**src/rtl/wb_commit_ctrl.sv**
```systemverilog
// WB-stage commit controller: latches one retiring instruction, drives the csr write/exception
// port and the regfile write, issues flush/redirect and counts retired instructions.
module wb_commit_ctrl #(
    parameter int unsigned DRAIN_CYCLES = 2
) (
    input  logic        clk,
    input  logic        reset,
    input  logic        ms_to_ws_valid,
    output logic        ws_allowin,
    input  logic [31:0] ms_pc,
    input  logic [31:0] ms_vaddr,
    input  logic        ms_ex,
    input  logic [5:0]  ms_ecode,
    input  logic [8:0]  ms_esubcode,
    input  logic        ms_ertn,
    input  logic        ms_csr_re,
    input  logic        ms_csr_we,
    input  logic [13:0] ms_csr_num,
    input  logic [31:0] ms_csr_wmask,
    input  logic [31:0] ms_csr_wvalue,
    input  logic        ms_rf_we,
    input  logic [4:0]  ms_rf_waddr,
    input  logic [31:0] ms_rf_wdata,
    input  logic [31:0] csr_rvalue,
    input  logic [31:0] ex_entry,
    input  logic [31:0] ertn_entry,
    output logic        csr_re,
    output logic [13:0] csr_num,
    output logic        csr_we,
    output logic [31:0] csr_wmask,
    output logic [31:0] csr_wvalue,
    output logic        wb_ex,
    output logic [5:0]  wb_ecode,
    output logic [8:0]  wb_esubcode,
    output logic [31:0] wb_vaddr,
    output logic [31:0] wb_pc,
    output logic        ertn_flush,
    output logic        rf_we,
    output logic [4:0]  rf_waddr,
    output logic [31:0] rf_wdata,
    output logic        ws_flush,
    output logic [31:0] flush_pc,
    output logic [63:0] instret
);

    localparam int unsigned CntW = $clog2(DRAIN_CYCLES + 1);

    localparam logic [0:0] StRun   = 1'b0;
    localparam logic [0:0] StDrain = 1'b1;

    logic            ws_valid_q, ws_valid_d;
    logic [0:0]      state_q, state_d;
    logic [CntW-1:0] drain_cnt_q, drain_cnt_d;
    logic [63:0]     instret_q, instret_d;

    logic [31:0] pc_q;
    logic [31:0] vaddr_q;
    logic        ex_q;
    logic [5:0]  ecode_q;
    logic [8:0]  esubcode_q;
    logic        ertn_q;
    logic        csr_re_q;
    logic        csr_we_q;
    logic [13:0] csr_num_q;
    logic [31:0] csr_wmask_q;
    logic [31:0] csr_wvalue_q;
    logic        rf_we_q;
    logic [4:0]  rf_waddr_q;
    logic [31:0] rf_wdata_q;

    logic ws_live;
    logic accept;

    // Gating with reset keeps a commit that is in flight from writing csr/rf in the reset cycle.
    assign ws_live    = ws_valid_q & ~reset;
    assign ws_allowin = ~reset;

    assign wb_ex      = ws_live & ex_q;
    assign ertn_flush = ws_live & ertn_q & ~ex_q;
    assign csr_re     = ws_live & csr_re_q & ~ex_q;
    assign csr_we     = ws_live & csr_we_q & ~ex_q;
    assign rf_we      = ws_live & rf_we_q & ~ex_q;

    assign csr_num     = csr_num_q;
    assign csr_wmask   = csr_wmask_q;
    assign csr_wvalue  = csr_wvalue_q;
    assign wb_ecode    = ecode_q;
    assign wb_esubcode = esubcode_q;
    assign wb_vaddr    = vaddr_q;
    assign wb_pc       = pc_q;
    assign rf_waddr    = rf_waddr_q;

    // csr_rvalue is the pre-edge value, so csrwr/csrxchg return the old CSR contents.
    assign rf_wdata = csr_re ? csr_rvalue : rf_wdata_q;

    assign ws_flush = wb_ex | ertn_flush;
    assign flush_pc = wb_ex ? ex_entry : ertn_entry;
    assign instret  = instret_q;

    assign accept = ms_to_ws_valid & (state_q == StRun) & ~ws_flush;

    always_comb begin
        ws_valid_d  = accept;
        state_d     = state_q;
        drain_cnt_d = drain_cnt_q;
        instret_d   = instret_q + {63'd0, ws_live & ~ex_q};
        if (ws_flush) begin
            state_d     = StDrain;
            drain_cnt_d = CntW'(DRAIN_CYCLES);
        end else if (state_q == StDrain) begin
            drain_cnt_d = drain_cnt_q - CntW'(1);
            if (drain_cnt_q <= CntW'(1)) begin
                state_d = StRun;
            end
        end
    end

    always_ff @(posedge clk) begin
        if (reset) begin
            ws_valid_q   <= 1'b0;
            state_q      <= StRun;
            drain_cnt_q  <= '0;
            instret_q    <= '0;
            pc_q         <= '0;
            vaddr_q      <= '0;
            ex_q         <= 1'b0;
            ecode_q      <= '0;
            esubcode_q   <= '0;
            ertn_q       <= 1'b0;
            csr_re_q     <= 1'b0;
            csr_we_q     <= 1'b0;
            csr_num_q    <= '0;
            csr_wmask_q  <= '0;
            csr_wvalue_q <= '0;
            rf_we_q      <= 1'b0;
            rf_waddr_q   <= '0;
            rf_wdata_q   <= '0;
        end else begin
            ws_valid_q  <= ws_valid_d;
            state_q     <= state_d;
            drain_cnt_q <= drain_cnt_d;
            instret_q   <= instret_d;
            if (accept) begin
                pc_q         <= ms_pc;
                vaddr_q      <= ms_vaddr;
                ex_q         <= ms_ex;
                ecode_q      <= ms_ecode;
                esubcode_q   <= ms_esubcode;
                ertn_q       <= ms_ertn;
                csr_re_q     <= ms_csr_re;
                csr_we_q     <= ms_csr_we;
                csr_num_q    <= ms_csr_num;
                csr_wmask_q  <= ms_csr_wmask;
                csr_wvalue_q <= ms_csr_wvalue;
                rf_we_q      <= ms_rf_we;
                rf_waddr_q   <= ms_rf_waddr;
                rf_wdata_q   <= ms_rf_wdata;
            end
        end
    end

endmodule
```
**config.mk**
```make
export PLATFORM = sky130hd
export DESIGN_NAME = wb_commit_ctrl
export DESIGN_NICKNAME = d
export VERILOG_FILES = /design/src/rtl/wb_commit_ctrl.sv
export SDC_FILE = /design/constraint.sdc
export NUM_CORES = 1
export LEC_CHECK = 0
export BUFFER_PORTS_ARGS = -buffer_cell sky130_fd_sc_hd__buf_2
export CELL_PAD_IN_SITES_DETAIL_PLACEMENT = 0
export CELL_PAD_IN_SITES_GLOBAL_PLACEMENT = 2
export CORE_AREA = 3 3 220 243
export DETAILED_ROUTE_END_ITERATION = 12
export DIE_AREA = 0 0 223 246
export PLACE_DENSITY = 0.81
export SLEW_MARGIN = 10
export SYNTH_ARGS = -nofsm -noshare
export SYNTH_HDL_FRONTEND = slang
export SYNTH_SLANG_ARGS = --single-unit
export TNS_END_PERCENT = 5
```
**constraint.sdc**
```tcl
create_clock -name clk -period 3.5 [get_ports clk]
set_input_delay 0.7 -clock clk [delete_from_list [all_inputs] [get_ports clk]]
set_output_delay 0.7 -clock clk [all_outputs]
set_load 0.01 [all_outputs]
```
==> summary.md <==
| Metric | Value |
|---|---|
| Final setup violation count | 0 |
| Overflow after GRT | 0 |
| Worst Path Required | between 2 and 3 ns |
| Placed wire-length estimate after detailed placement | roughly 34,000 µm |
| EDFF count, synth | 0 |
| Maximum number of pins on one net before global-route repair | 98 |
| Max-slew violation count | 0 |
| Clock-pin slew on the worst setup and hold paths | approximately 0.060 ns |
| Core Region | approximately 51,000 µm² |
| Layout net count | between 2,000 and 2,500 |
| Antenna Nets Post-Route | 0 |
| DRC violation count after routing | 0 |
| Async set-reset flop share out of synthesis | 0 |
| IO Port Bufs | 594 |
| Normalized max-slew margin | 0.280 |
| Sinks on the clock net | 267 |
| Tot GR Track Use | 0.155 |
| Post-CTS Hold Fix Bufs | 0 |
| Number of gates given a new drive strength after cts | 0 |
| Vias per std cell | ~4.3 |
| CTS max path bufs | 3 |
| Standard-cell rows | 87 |
| Cell types with the largest area share after synthesis | sky130_fd_sc_hd__dfxtp_1 (50%), sky130_fd_sc_hd__nand2_1 (15%), sky130_fd_sc_hd__a21oi_1 (11%) |
| Total iterations of the first detailed-routing run | 5 |
| Netlist area before placement | 10,700 µm² |
| Kind of start point of the critical path | register |
| Worst VDD drop | ~0.39 mV |
| Cell depth of the worst hold path | 3 |
| Highest attainable clock frequency | around 330 MHz |
| Worst endpoint data arrival time | about 2.4 ns |
| Effective utilization at floorplan | 0.208 |
| Flops & latches, synth | about 270 |
| Post-route standard cell area excluding fillers | between 15,000 and 20,000 µm² |
| Share of cells above drive strength 1 | 0.392 |
| Die Width | ~220 µm |
| Number of global-route vias before repair | ~11,000 |
| Vias after detailed routing | between 10,000 and 15,000 |
| Cell type with the highest aggregate area in the netlist | sky130_fd_sc_hd__dfxtp_1 |
| Number of antenna violations at the first check in global routing | 11 |
| Clock insertion delay at the later pin of the skew report | ~0.53 ns |
| Final Power | about 7.6 mW |
| Number of nets in the synthesized netlist | between 1,500 and 2,000 |
| Synth unique cells | 38 |
| Die Outline Area | between 50,000 and 60,000 µm² |
| Worst slew pin tran | 1.08 ns |
| RSZ-0062 raised after global routing | false |
| Tightest Hold Check Type | primary input to register |
| Post-layout utilization of the core | 0.303 |
| Critical path endpoint category | output port |
| Period utilization | 0.871 |
| P_leak | about 7 nW |
| Average footprint of a synthesized cell | 8.14 µm² |
| H-tree depth reported by CTS | 2 |
| Top-area cell type share of the netlist area | 0.500 |
| Post-route setup TNS | 0 ns |
| Post-CTS setup repair buffer count | 0 |
| Post-route minimum period | 3.05 ns |
| Post-route worst hold slack | a little over 0.4 ns |
| Root buffer cell | sky130_fd_sc_hd__clkbuf_16 |
| Final Skew | 0.0125 ns |
| Cell Pwr Density | a little under 500 nW/µm² |
| Global-route wire length before repair | about 66,000 µm |
| Largest driver fanout on the critical path | 33 |
| Mapped Cells | about 1,300 |
| Final Wtd Congestion | 0.866 |
| # Max-Cap Violations | 0 |
| Vertical die dimension | roughly 250 µm |
| Drt total wl | between 40,000 and 50,000 µm |
| Top flip-flop cell by instance count after synthesis | sky130_fd_sc_hd__dfxtp_1 |
| Classification of the worst setup path | register to output port |
| Run status | completed |
| Final-report hold violation count | 0 |
| TritonCTS clock tree | yes |
| Detail-routed net length per standard cell | between 15 and 20 µm |
| Num CTS Buffers | 34 |
| Total of warnings raised by yosys | 0 |
| Initial detailed-routing violation count | 660 |
| Number of primary I/O pins | about 600 |
| Share of synthesized area occupied by flip-flops and latches | 0.500 |
| Number of cells on the worst reg-to-reg path | 7 |
| Area growth from synthesis to layout | 45.2% |
| Post-placement cell area | around 14,000 µm² |
## cells by family after synthesis
logic type	after synthesis	synth area share
AO/OA/AOI/OAI	254	0.123
XOR/XNOR	36	0.0295
adder cells (fa/ha/maj)	3	0.00351
buffers and inverters	101	0.0380
flip-flops	267	0.500
multiplexers	65	0.0684
AND/OR/NAND/NOR	586	0.237
## routing by layer
metal	share of wire	vias up	track usage
met1	0.42	5155	0.190
met2	0.47	389	0.255
met5	0.0017	-	0
met4	0.017	12	0.0370
li1	-	5545	-
met3	0.092	69	0.0604
## registers in the layout (all words and copies together) (netlist names)
register     cells
rf_we_q          1
drain_cnt_q      2
wb_vaddr        32
wb_ecode         6
instret         64
ertn_q           1
csr_wvalue      32
state_q          1
wb_esubcode      9
csr_we_q         1
rf_waddr         5
wb_pc           32
ws_valid_q       1
rf_wdata_q      32
ex_q             1
csr_num         14
csr_re_q         1
csr_wmask       32
## stage by stage
| stage | instances | worst slack, ns |
|---|---|---|
| after floorplan | 1312 | 0.211 |
| after global placement | 2508 | 0.206 |
| after detailed placement | 2508 | 0.227 |
| after CTS | 2567 | 0.380 |
| after global routing | 2567 | 0.274 |
| final | 2570 | 0.453 |
## worst max-delay path, stage by stage, from the launching register on
cell and delay, ns:
sky130_fd_sc_hd__dfxtp_1 0.32, sky130_fd_sc_hd__nor3b_1 0.28, sky130_fd_sc_hd__buf_4 0.19, sky130_fd_sc_hd__and2_2 0.16
sky130_fd_sc_hd__buf_12 0.26, sky130_fd_sc_hd__mux2_2 0.43, sky130_fd_sc_hd__buf_2 0.16
## where the power goes
part           switching [mW]  internal (mW)  leakage, nW
Clock                    1.37           2.15        0.546
Combinational           0.487          0.365         4.34
Sequential             0.0689           3.18         2.19
Total                    1.93           5.69         7.08
## cells in the final DEF (no fill, tap or decap), types with 2 or more instances in the layout
cell type                    Yosys  final
sky130_fd_sc_hd__nand3_1        21     21
sky130_fd_sc_hd__clkbuf_16       0     35
sky130_fd_sc_hd__and2_1          6      5
sky130_fd_sc_hd__clkbuf_8        0      9
sky130_fd_sc_hd__bufinv_16       0      2
sky130_fd_sc_hd__nand2_1       419    419
sky130_fd_sc_hd__xor2_1         19     19
sky130_fd_sc_hd__or2_2           3      2
sky130_fd_sc_hd__and3_1          6      6
sky130_fd_sc_hd__buf_2           9    593
sky130_fd_sc_hd__diode_2         0      3
sky130_fd_sc_hd__nor4_1          4      4
sky130_fd_sc_hd__or4_4           2      2
sky130_fd_sc_hd__a21oi_1       227    227
sky130_fd_sc_hd__buf_12          0      5
sky130_fd_sc_hd__nand4_1        25     25
sky130_fd_sc_hd__clkinv_2        0      4
sky130_fd_sc_hd__ha_1            3      3
sky130_fd_sc_hd__or4_1          17     17
sky130_fd_sc_hd__nor3_1         10     10
sky130_fd_sc_hd__inv_1          12     12
sky130_fd_sc_hd__nor2b_1         2      2
sky130_fd_sc_hd__clkinvlp_4      0      2
sky130_fd_sc_hd__clkbuf_1       72      7
sky130_fd_sc_hd__buf_4           0     18
sky130_fd_sc_hd__o31ai_1        15     15
sky130_fd_sc_hd__or3_1          12     12
sky130_fd_sc_hd__dfxtp_1       267    267
sky130_fd_sc_hd__and4_1          6      6
sky130_fd_sc_hd__nor2_1         44     43
sky130_fd_sc_hd__nand3_2         2      2
sky130_fd_sc_hd__xnor2_1        17     17
sky130_fd_sc_hd__mux2_2         64     64
sky130_fd_sc_hd__o21ai_0        11     11
## final timing paths
kind | from | endpoint | slack (ns)
worst min-delay path | ms_csr_num[11] | csr_num[11]$_SDFFE_PP0P_ | 0.41
worst max register to register | ex_q$_SDFFE_PP0P_ | instret[63]$_SDFF_PP0_ | 0.70
worst max-delay path | ex_q$_SDFFE_PP0P_ | rf_wdata[29] | 0.45
worst min register to register | csr_wvalue[4]$_SDFFE_PP0P_ | csr_wvalue[4]$_SDFFE_PP0P_ | 0.45
## cells in the mapped netlist (all sizes together) (13+ instances only)
cell type  number
nand4          25
or3            13
dfxtp         267
xnor2          17
o31ai          15
nand3          23
mux2           64
a21oi         227
nor2           44
nand2         419
or4            19
xor2           19
buf            16
clkbuf         72
## final cells by class
cell class                 count  area [µm²]
timing repair buffer         617        3220
tap                          667         835
clock inverter                 9         104
multi-input combinational    944        4940
clock buffer                  50        1010
inverter                      13        48.8
sequential                   267        5350
antenna                        3        7.51
fill                        5633       35800
(Power assumes the default switching activity.)
